### src/rtl/vga_timing_pkg.sv
// Shared VGA timing constants: segment widths and derived totals/active-window starts
// for the supported video modes. All totals must fit the 11-bit coordinate counters.
package vga_timing_pkg;

    localparam int ADDR_W = 11;

    // 800x600 @ 60 Hz, 40 MHz pixel clock
    localparam int SVGA_H_SYNC      = 128;
    localparam int SVGA_H_BACK      = 88;
    localparam int SVGA_H_ACTIVE    = 800;
    localparam int SVGA_H_FRONT     = 40;
    localparam int SVGA_V_SYNC      = 4;
    localparam int SVGA_V_BACK      = 23;
    localparam int SVGA_V_ACTIVE    = 600;
    localparam int SVGA_V_FRONT     = 1;

    // 640x480 @ 60 Hz, 25.175 MHz pixel clock
    localparam int VGA_H_SYNC       = 96;
    localparam int VGA_H_BACK       = 48;
    localparam int VGA_H_ACTIVE     = 640;
    localparam int VGA_H_FRONT      = 16;
    localparam int VGA_V_SYNC       = 2;
    localparam int VGA_V_BACK       = 33;
    localparam int VGA_V_ACTIVE     = 480;
    localparam int VGA_V_FRONT      = 10;

    // Sum of the four segments of one dimension
    function automatic int seg_total(input int sync_w, input int back_w,
                                     input int act_w, input int front_w);
        return sync_w + back_w + act_w + front_w;
    endfunction

    localparam int SVGA_H_TOTAL     = seg_total(SVGA_H_SYNC, SVGA_H_BACK, SVGA_H_ACTIVE, SVGA_H_FRONT);
    localparam int SVGA_V_TOTAL     = seg_total(SVGA_V_SYNC, SVGA_V_BACK, SVGA_V_ACTIVE, SVGA_V_FRONT);
    localparam int SVGA_H_ACT_START = SVGA_H_SYNC + SVGA_H_BACK;
    localparam int SVGA_V_ACT_START = SVGA_V_SYNC + SVGA_V_BACK;

    localparam int VGA_H_TOTAL      = seg_total(VGA_H_SYNC, VGA_H_BACK, VGA_H_ACTIVE, VGA_H_FRONT);
    localparam int VGA_V_TOTAL      = seg_total(VGA_V_SYNC, VGA_V_BACK, VGA_V_ACTIVE, VGA_V_FRONT);
    localparam int VGA_H_ACT_START  = VGA_H_SYNC + VGA_H_BACK;
    localparam int VGA_V_ACT_START  = VGA_V_SYNC + VGA_V_BACK;

endpackage

### src/rtl/vga_timing_counter.sv
// Modulo-TOTAL counter with count enable; wrap is high on the enabled cycle
// in which the count returns from TOTAL-1 to 0.
module vga_timing_counter
    import vga_timing_pkg::*;
#(
    parameter int TOTAL = SVGA_H_TOTAL
) (
    input  logic              clk,
    input  logic              rstn,
    input  logic              en,
    output logic [ADDR_W-1:0] count,
    output logic              wrap
);

    localparam logic [ADDR_W-1:0] LAST = ADDR_W'(TOTAL - 1);

    assign wrap = en && (count == LAST);

    // Advance on enable, folding back to zero after the last count
    always_ff @(posedge clk or negedge rstn) begin
        if (!rstn) begin
            count <= '0;
        end else if (en) begin
            count <= (count == LAST) ? '0 : count + ADDR_W'(1);
        end
    end

endmodule

### src/rtl/vga_sync_module.sv
// VGA sync generator: free-running horizontal/vertical counters, decoded into
// sync pulses, active-video qualifier and zero-based pixel coordinates. All
// outputs are registered one stage after the counters so they stay coherent.
module vga_sync_module
    import vga_timing_pkg::*;
#(
    parameter int   H_SYNC   = SVGA_H_SYNC,
    parameter int   H_BACK   = SVGA_H_BACK,
    parameter int   H_ACTIVE = SVGA_H_ACTIVE,
    parameter int   H_FRONT  = SVGA_H_FRONT,
    parameter int   V_SYNC   = SVGA_V_SYNC,
    parameter int   V_BACK   = SVGA_V_BACK,
    parameter int   V_ACTIVE = SVGA_V_ACTIVE,
    parameter int   V_FRONT  = SVGA_V_FRONT,
    parameter logic SYNC_POL = 1'b1
) (
    input  logic              clk,
    input  logic              rstn,
    output logic              hsync_sig,
    output logic              vsync_sig,
    output logic              ready_sig,
    output logic [ADDR_W-1:0] column_addr_sig,
    output logic [ADDR_W-1:0] row_addr_sig,
    output logic              frame_start_sig
);

    localparam int H_TOTAL = seg_total(H_SYNC, H_BACK, H_ACTIVE, H_FRONT);
    localparam int V_TOTAL = seg_total(V_SYNC, V_BACK, V_ACTIVE, V_FRONT);

    localparam logic [ADDR_W-1:0] H_SYNC_END  = ADDR_W'(H_SYNC);
    localparam logic [ADDR_W-1:0] H_ACT_START = ADDR_W'(H_SYNC + H_BACK);
    localparam logic [ADDR_W-1:0] H_ACT_END   = ADDR_W'(H_SYNC + H_BACK + H_ACTIVE);
    localparam logic [ADDR_W-1:0] V_SYNC_END  = ADDR_W'(V_SYNC);
    localparam logic [ADDR_W-1:0] V_ACT_START = ADDR_W'(V_SYNC + V_BACK);
    localparam logic [ADDR_W-1:0] V_ACT_END   = ADDR_W'(V_SYNC + V_BACK + V_ACTIVE);

    logic [ADDR_W-1:0] h_cnt;
    logic [ADDR_W-1:0] v_cnt;
    logic              h_wrap;
    logic              v_wrap;
    logic              at_origin_reg;

    logic              hsync_next;
    logic              vsync_next;
    logic              ready_next;
    logic [ADDR_W-1:0] column_next;
    logic [ADDR_W-1:0] row_next;
    logic              h_act;
    logic              v_act;

    vga_timing_counter #(.TOTAL(H_TOTAL)) u_h_counter (
        .clk   (clk),
        .rstn  (rstn),
        .en    (1'b1),
        .count (h_cnt),
        .wrap  (h_wrap)
    );

    vga_timing_counter #(.TOTAL(V_TOTAL)) u_v_counter (
        .clk   (clk),
        .rstn  (rstn),
        .en    (h_wrap),
        .count (v_cnt),
        .wrap  (v_wrap)
    );

    // Tracks "counters sit at (0,0)": true out of reset and on the cycle after a frame wrap
    always_ff @(posedge clk or negedge rstn) begin
        if (!rstn) begin
            at_origin_reg <= 1'b1;
        end else begin
            at_origin_reg <= v_wrap;
        end
    end

    // Decode the current counter position into next output values
    always_comb begin
        h_act       = (h_cnt >= H_ACT_START) && (h_cnt < H_ACT_END);
        v_act       = (v_cnt >= V_ACT_START) && (v_cnt < V_ACT_END);
        ready_next  = h_act && v_act;
        hsync_next  = (h_cnt < H_SYNC_END) ? SYNC_POL : ~SYNC_POL;
        vsync_next  = (v_cnt < V_SYNC_END) ? SYNC_POL : ~SYNC_POL;
        column_next = '0;
        row_next    = '0;
        if (ready_next) begin
            column_next = h_cnt - H_ACT_START;
            row_next    = v_cnt - V_ACT_START;
        end
    end

    // Output register stage; syncs idle at their deasserted level in reset
    always_ff @(posedge clk or negedge rstn) begin
        if (!rstn) begin
            hsync_sig       <= ~SYNC_POL;
            vsync_sig       <= ~SYNC_POL;
            ready_sig       <= 1'b0;
            column_addr_sig <= '0;
            row_addr_sig    <= '0;
            frame_start_sig <= 1'b0;
        end else begin
            hsync_sig       <= hsync_next;
            vsync_sig       <= vsync_next;
            ready_sig       <= ready_next;
            column_addr_sig <= column_next;
            row_addr_sig    <= row_next;
            frame_start_sig <= at_origin_reg;
        end
    end

endmodule

### config.mk
export PLATFORM = sky130hd
export DESIGN_NAME = vga_sync_module
export DESIGN_NICKNAME = d
export VERILOG_FILES = /design/src/rtl/vga_timing_pkg.sv /design/src/rtl/vga_timing_counter.sv /design/src/rtl/vga_sync_module.sv
export SDC_FILE = /design/constraint.sdc
export NUM_CORES = 1
export LEC_CHECK = 0
export ABC_AREA = 1
export BUFFER_PORTS_ARGS = -buffer_cell sky130_fd_sc_hd__buf_2
export CAP_MARGIN = 10
export CORE_MARGIN = 2
export CORE_UTILIZATION = 46
export CTS_CLUSTER_SIZE = 25
export DETAILED_ROUTE_END_ITERATION = 10
export GPL_ROUTABILITY_DRIVEN = 0
export GPL_TIMING_DRIVEN = 0
export PLACE_DENSITY_LB_ADDON = 0.08
export REMOVE_ABC_BUFFERS = 1
export SYNTH_ARGS = -nofsm -noshare
export SYNTH_HDL_FRONTEND = slang
export SYNTH_SLANG_ARGS = --single-unit
### constraint.sdc
create_clock -name clk -period 1.7 [get_ports clk]
set_input_delay 0.17 -clock clk [delete_from_list [all_inputs] [get_ports clk]]
set_output_delay 0.17 -clock clk [all_outputs]
set_load 0.01 [all_outputs]
-- After elaboration in Yosys (flattened, before gate mapping)
Cells that the tools add are included.
- bits of input ports: 2
- output and inout bits: 26
- register bits: 49
- logic and storage cells: 31
- $add $sub $neg: 4
- reductions and logical operators: 4
- mux-type cells: 6
- equal/unequal tests: 2
- magnitude comparators: 6
- operators with widths (operator ; number):
    2-to-1 mux 11 bit ; 4
    adder 11 x 1 -> 11 bit (second input constant) ; 2
    < comparator 11 x 10 -> 1 bit (second input constant) ; 2
    == test 11 x 10 -> 1 bit (second input constant) ; 1
    == test 11 bit (second input constant) ; 1
    greater-or-equal comparator 11 x 5 -> 1 bit (second input constant) ; 1
    greater-or-equal comparator 11 x 8 -> 1 bit (second input constant) ; 1
    < comparator 11 x 3 -> 1 bit (second input constant) ; 1
    < comparator 11 x 8 -> 1 bit (second input constant) ; 1
    subtractor 11 x 5 -> 11 bit (second input constant) ; 1
    subtractor 11 x 8 -> 11 bit (second input constant) ; 1
    logical AND 1 bit ; 4
    2-to-1 mux 1 bit ; 2

-- Logic depth before layout (Yosys ltp)
- depth after elaboration: 4
- depth in mapped cells: 10

-- Cells and area by module
Synthesis repeated with hierarchy kept, for this count alone.
- cell total of the unflattened synthesis: 314
- area, all modules: 2581.2 um^2
- modules (own cells, without submodules) (module ; sequential area each (um^2) ; cells an instance ; times used ; area each (um^2)):
    vga_sync_module ; 676.9 ; 139 ; 1 ; 1292.5
    vga_timing_counter (u_v_counter) ; 275.3 ; 98 ; 1 ; 681.9
    vga_timing_counter (u_h_counter) ; 275.3 ; 77 ; 1 ; 606.8

-- Least setup slack after synthesis
Ideal clock, no wire load.
- path type: register to register
- start: reg u_v_counter.count[0]
- end: reg row_addr_sig[10]
- stages on the path, launching flop included: 9
- setup time: 0.072 ns
- period minus slack after synthesis: 1.439 ns
- slack: 0.261 ns
- arrival time: 1.367 ns
- data required time: 1.628 ns
- cell sequence: dfrtp_1 ha_1 nor2_1 inv_1 nand2_1 nand2_1 o21ai_0 nand2_1 nor2_1
- cells in the longest elaborated chain, start to end: 4
- elaborated cells between the ends (all ways): 6
- classes of those cells: add/sub (1); order compare (2); mux (1); reduce/logical (2)
- ends and longest elaborated chain (what ; line ; text):
    start: declaration ; vga_timing_counter.sv:11 ; output logic [ADDR_W-1:0] count,
    start signal: assignment ; vga_timing_counter.sv:24 ; count <= (count == LAST) ? '0 : count + ADDR_W'(1);
    greater-or-equal comparator 11 x 5 -> 1 bit / < comparator 11 x 10 -> 1 bit (equally long branches) ; vga_sync_module.sv:79 ; v_act = (v_cnt >= V_ACT_START) && (v_cnt < V_ACT_END);
    logical AND 1 bit ; vga_sync_module.sv:79 ;
    logical AND 1 bit ; vga_sync_module.sv:80 ; ready_next = h_act && v_act;
    2-to-1 mux 11 bit * ; vga_sync_module.sv:85 ; if (ready_next) begin
    via row_next[10] ; vga_sync_module.sv:47 ; logic [ADDR_W-1:0] row_next;
    end signal: assignment ; vga_sync_module.sv:105 ; row_addr_sig <= row_next;
    end: declaration ; vga_sync_module.sv:23 ; output logic [ADDR_W-1:0] row_addr_sig,
The timed path passes the listed nets; every way through them passes the cells marked *.
A chain may end at the register's enable or synchronous reset.

-- Worst setup path in the final report
- start: reg u_h_counter.count[7]
- end: reg u_v_counter.count[1]
- cells in the longest elaborated chain, start to end: 1
- ends and longest elaborated chain (what ; line ; text):
    start: declaration ; vga_timing_counter.sv:11 ;
    start signal: assignment ; vga_timing_counter.sv:24 ;
    == test 11 bit ; vga_timing_counter.sv:17 ; assign wrap = en && (count == LAST);
Every way passes these cells.

==> results.rst <==
.. list-table::
   :header-rows: 1

   * - Metric
     - Value
   * - Quantity of I/O buffers inserted on ports
     - 27
   * - Cts-stage hold buffer count
     - 0
   * - Setup slack of the critical path after layout
     - roughly 0.13 ns
   * - Static power due to leakage
     - between 1.5 and 2 nW
   * - Element type at the critical path end
     - flop
   * - Final Cycle Share
     - 0.923
   * - Number of enable-type register cells in the synthesized netlist
     - 0
   * - Sum of negative setup slack
     - 0 ns
   * - Portion of the post-synthesis area used by sequential elements
     - 0.505
   * - Count of max-cap constraint violations
     - 0
   * - Number of fillers in the final layout
     - 494
   * - Area growth, synth to finish
     - 15.0%
   * - Die width
     - about 77 um
   * - Clock transition at path regs
     - 0.10 ns
   * - Slew margin rel.
     - 0.311
   * - Area enclosed by the die boundary
     - between 5000 and 6000 um2
   * - Antenna violation net count after detailed routing
     - 0
   * - Synth Flop Type
     - sky130_fd_sc_hd__dfrtp_1
   * - Boundary Pins
     - 28
   * - Final-stage net count
     - around 330
   * - Hold Crit Class
     - input pin to async pin
   * - Maximum number of pins on one net before global-route repair
     - 50
   * - GRT Max-Usage Layer
     - met2
   * - TritonCTS clock tree
     - yes
   * - Total power
     - ~1.9 mW
   * - Final clock skew
     - between 0.009 and 0.01 ns
   * - Data arrival time of the critical path
     - around 1.8 ns
   * - Post-detailed-route wirelength per cell
     - around 12 um
   * - Area taken by flip-flops and latches
     - around 1200 um2
   * - CTS sink cnt
     - just under 50
   * - Slew at the pin with the worst max-slew slack
     - 1.03 ns
   * - Detailed router's first-iteration violation count
     - 120
   * - Setup repair after global routing missed its margin
     - yes
   * - Antenna violations before repair
     - 0
   * - All-layer global routing usage
     - 0.178
   * - Post-synth ARST share
     - 1.00
   * - Synthesized netlist cell count
     - a little under 300
   * - Max IR drop VDD
     - roughly 0.32 mV
   * - Number of synthesis warnings
     - 0
   * - Yosys cell types
     - 26
   * - Antenna Diode Count
     - 0
   * - Area of the core
     - 5110 um2
   * - Number of remaining DRC errors
     - 0
   * - Half-perimeter wire length after placement
     - between 3000 and 4000 um
   * - Highest achievable clock rate
     - around 0.64 GHz
   * - Required time worst endpoint
     - approximately 1.9 ns
   * - Latest clock arrival within the worst-skew pair
     - about 0.31 ns
   * - Max H-tree Level
     - 2
   * - Grt met2 use
     - 0.263
   * - Number of failing setup endpoints in the final timing report
     - 0
   * - Run status
     - finished, final reports clean
   * - Register bit count reported by yosys
     - ~50
   * - Setup Slack @ Placement
     - -0.189 ns
   * - Die H
     - ~77 um
   * - Fraction of layout instances using a drive strength above 1
     - 0.189
   * - Met1 capacity usage during global routing
     - 0.262
   * - Largest driver fanout on the critical path
     - 9
   * - Class of the most critical setup path
     - flop to flop
   * - Post-layout min period
     - between 1.5 and 2 ns
   * - Vias per inst
     - just under 5
   * - Total power per unit cell area
     - 686 nW/um2
   * - Post-detailed-routing wire length
     - 4880 um
   * - Area of the mapped netlist
     - between 2000 and 2500 um2
   * - Final design utilization
     - 0.547
   * - Sum of overflow across all layers after global routing
     - 0
   * - Hold Fails Final Rpt
     - 0
   * - Multi-input gate area in the final layout
     - 1070 um2
   * - Worst-case clock buffer depth
     - 2
   * - Grt met3 use
     - 0.0329
   * - FP Rows
     - 26
   * - Average footprint of a synthesized cell
     - approximately 8.2 um2
   * - Critical path startpoint category
     - flop
   * - Initial standard-cell utilization of the core
     - 0.476
   * - TritonCTS Buffers
     - 5
   * - Global-route wire length before repair
     - 8350 um
   * - Clock Tree Root
     - sky130_fd_sc_hd__clkbuf_8
   * - Max Slew Vio Count
     - 0
   * - Vias
     - 1,946
   * - Detailed Routing Iterations Pass 1
     - 4
   * - Via count of the first global-routing pass
     - between 1,500 and 2,000
routing by layer:
layer | wire length [um] | vias to the layer above | part of all wire
met5 | 0 | - | 0
met4 | 64 | 0 | 0.013
met3 | 274 | 6 | 0.056
met2 | 2210 | 61 | 0.45
met1 | 2330 | 892 | 0.48
li1 | - | 987 | -
timing repair:
action	in CTS	in global routing
pin swaps	1	2
cloned	1	1
hold endpoints to repair	0	0
setup buffers	0	4
resized for setup	7	9
setup endpoints to repair	25	37
cells by family after synthesis:
logic type / count (synthesis) / share of synthesized area
flip-flops: 49 / 0.505
buffers and inverters: 47 / 0.0860
adder cells (fa/ha/maj): 4 / 0.0206
AND/OR/NAND/NOR: 162 / 0.292
AO/OA/AOI/OAI: 18 / 0.0381
XOR/XNOR: 16 / 0.0577
cells in the mapped netlist (3+ instances only):
library cell / count / share of area
sky130_fd_sc_hd__nand2_1: 63 / 0.097
sky130_fd_sc_hd__nor2_1: 49 / 0.076
sky130_fd_sc_hd__dfrtp_1: 48 / 0.49
sky130_fd_sc_hd__inv_1: 36 / 0.056
sky130_fd_sc_hd__nand3_1: 26 / 0.054
sky130_fd_sc_hd__xor2_1: 16 / 0.058
sky130_fd_sc_hd__o21ai_0: 12 / 0.025
sky130_fd_sc_hd__nor2_2: 6 / 0.015
sky130_fd_sc_hd__nor3_1: 6 / 0.012
sky130_fd_sc_hd__nand4_1: 5 / 0.013
sky130_fd_sc_hd__buf_2: 4 / 0.0082
sky130_fd_sc_hd__ha_1: 4 / 0.021
sky130_fd_sc_hd__buf_6: 3 / 0.014
sky130_fd_sc_hd__o21ai_1: 3 / 0.0062
where the power goes:
| part | internal [mW] | switching, mW |
|---|---|---|
| registers | 1.16 | 0 |
| logic | 0.000836 | 0.0207 |
| clock network | 0.308 | 0.423 |
placed cells by master, fill, tap and decap left out, types with 2 or more instances in the layout:
cell type,n
sky130_fd_sc_hd__xor2_1,16
sky130_fd_sc_hd__nor2_1,47
sky130_fd_sc_hd__nor3_1,6
sky130_fd_sc_hd__nand2_1,63
sky130_fd_sc_hd__nor2_2,6
sky130_fd_sc_hd__dfrtp_2,2
sky130_fd_sc_hd__inv_1,35
sky130_fd_sc_hd__nor2_4,4
sky130_fd_sc_hd__a21oi_1,2
sky130_fd_sc_hd__dfrtp_1,46
sky130_fd_sc_hd__o21ai_1,3
sky130_fd_sc_hd__o21ai_0,12
sky130_fd_sc_hd__buf_2,27
sky130_fd_sc_hd__inv_2,3
sky130_fd_sc_hd__ha_1,2
sky130_fd_sc_hd__clkbuf_8,5
sky130_fd_sc_hd__nand4_1,5
sky130_fd_sc_hd__nand2_4,2
sky130_fd_sc_hd__nand3_1,25
sky130_fd_sc_hd__buf_4,4
sky130_fd_sc_hd__nor4_1,2
critical path: stages, from the launching register on:
cell	delay, ns
sky130_fd_sc_hd__dfrtp_1	0.52
sky130_fd_sc_hd__nor3_4	0.28
sky130_fd_sc_hd__nand3_1	0.21
sky130_fd_sc_hd__nor2_4	0.24
sky130_fd_sc_hd__nand2_1	0.12
sky130_fd_sc_hd__o21ai_1	0.13
final cells by class:
| class | count | area share |
|---|---|---|
| multi-input cells | 202 | 0.383 |
| clock inverters | 3 | 0.0103 |
| clock buffers | 5 | 0.0246 |
| repair buffers | 31 | 0.0591 |
| well taps | 70 | 0.0314 |
| flip-flops and latches | 49 | 0.440 |
| inverters | 38 | 0.0511 |
stage by stage:
stage                     instances  area, um2  hold WS, ns
after floorplan                 287       2360       -0.126
after global placement          384       2580        0.381
after detailed placement        384       2580        0.384
after CTS                       393       2720       0.0806
after global routing            398       2790        0.134
final                           398       2790       0.0310
path summary, 6_finish.rpt:
| path | from | slack, ns | depth (start not counted) | endpoint |
|---|---|---|---|---|
| worst max register to register | u_h_counter.count[7] | 0.13 | 5 | u_v_counter.count[1] |
| worst min-delay path | rstn | 0.03 | 1 | column_addr_sig[2] |
| min in group clk | at_origin_reg | 0.39 | 0 | frame_start_sig |
| worst min register to register | at_origin_reg | 0.39 | 0 | frame_start_sig |
| worst max-delay path | u_h_counter.count[7] | 0.13 | 5 | u_v_counter.count[1] |
| max in group asynchronous | rstn | 0.98 | 1 | u_v_counter.count[1] |
Note: power is estimated with default switching activity, not from simulation.
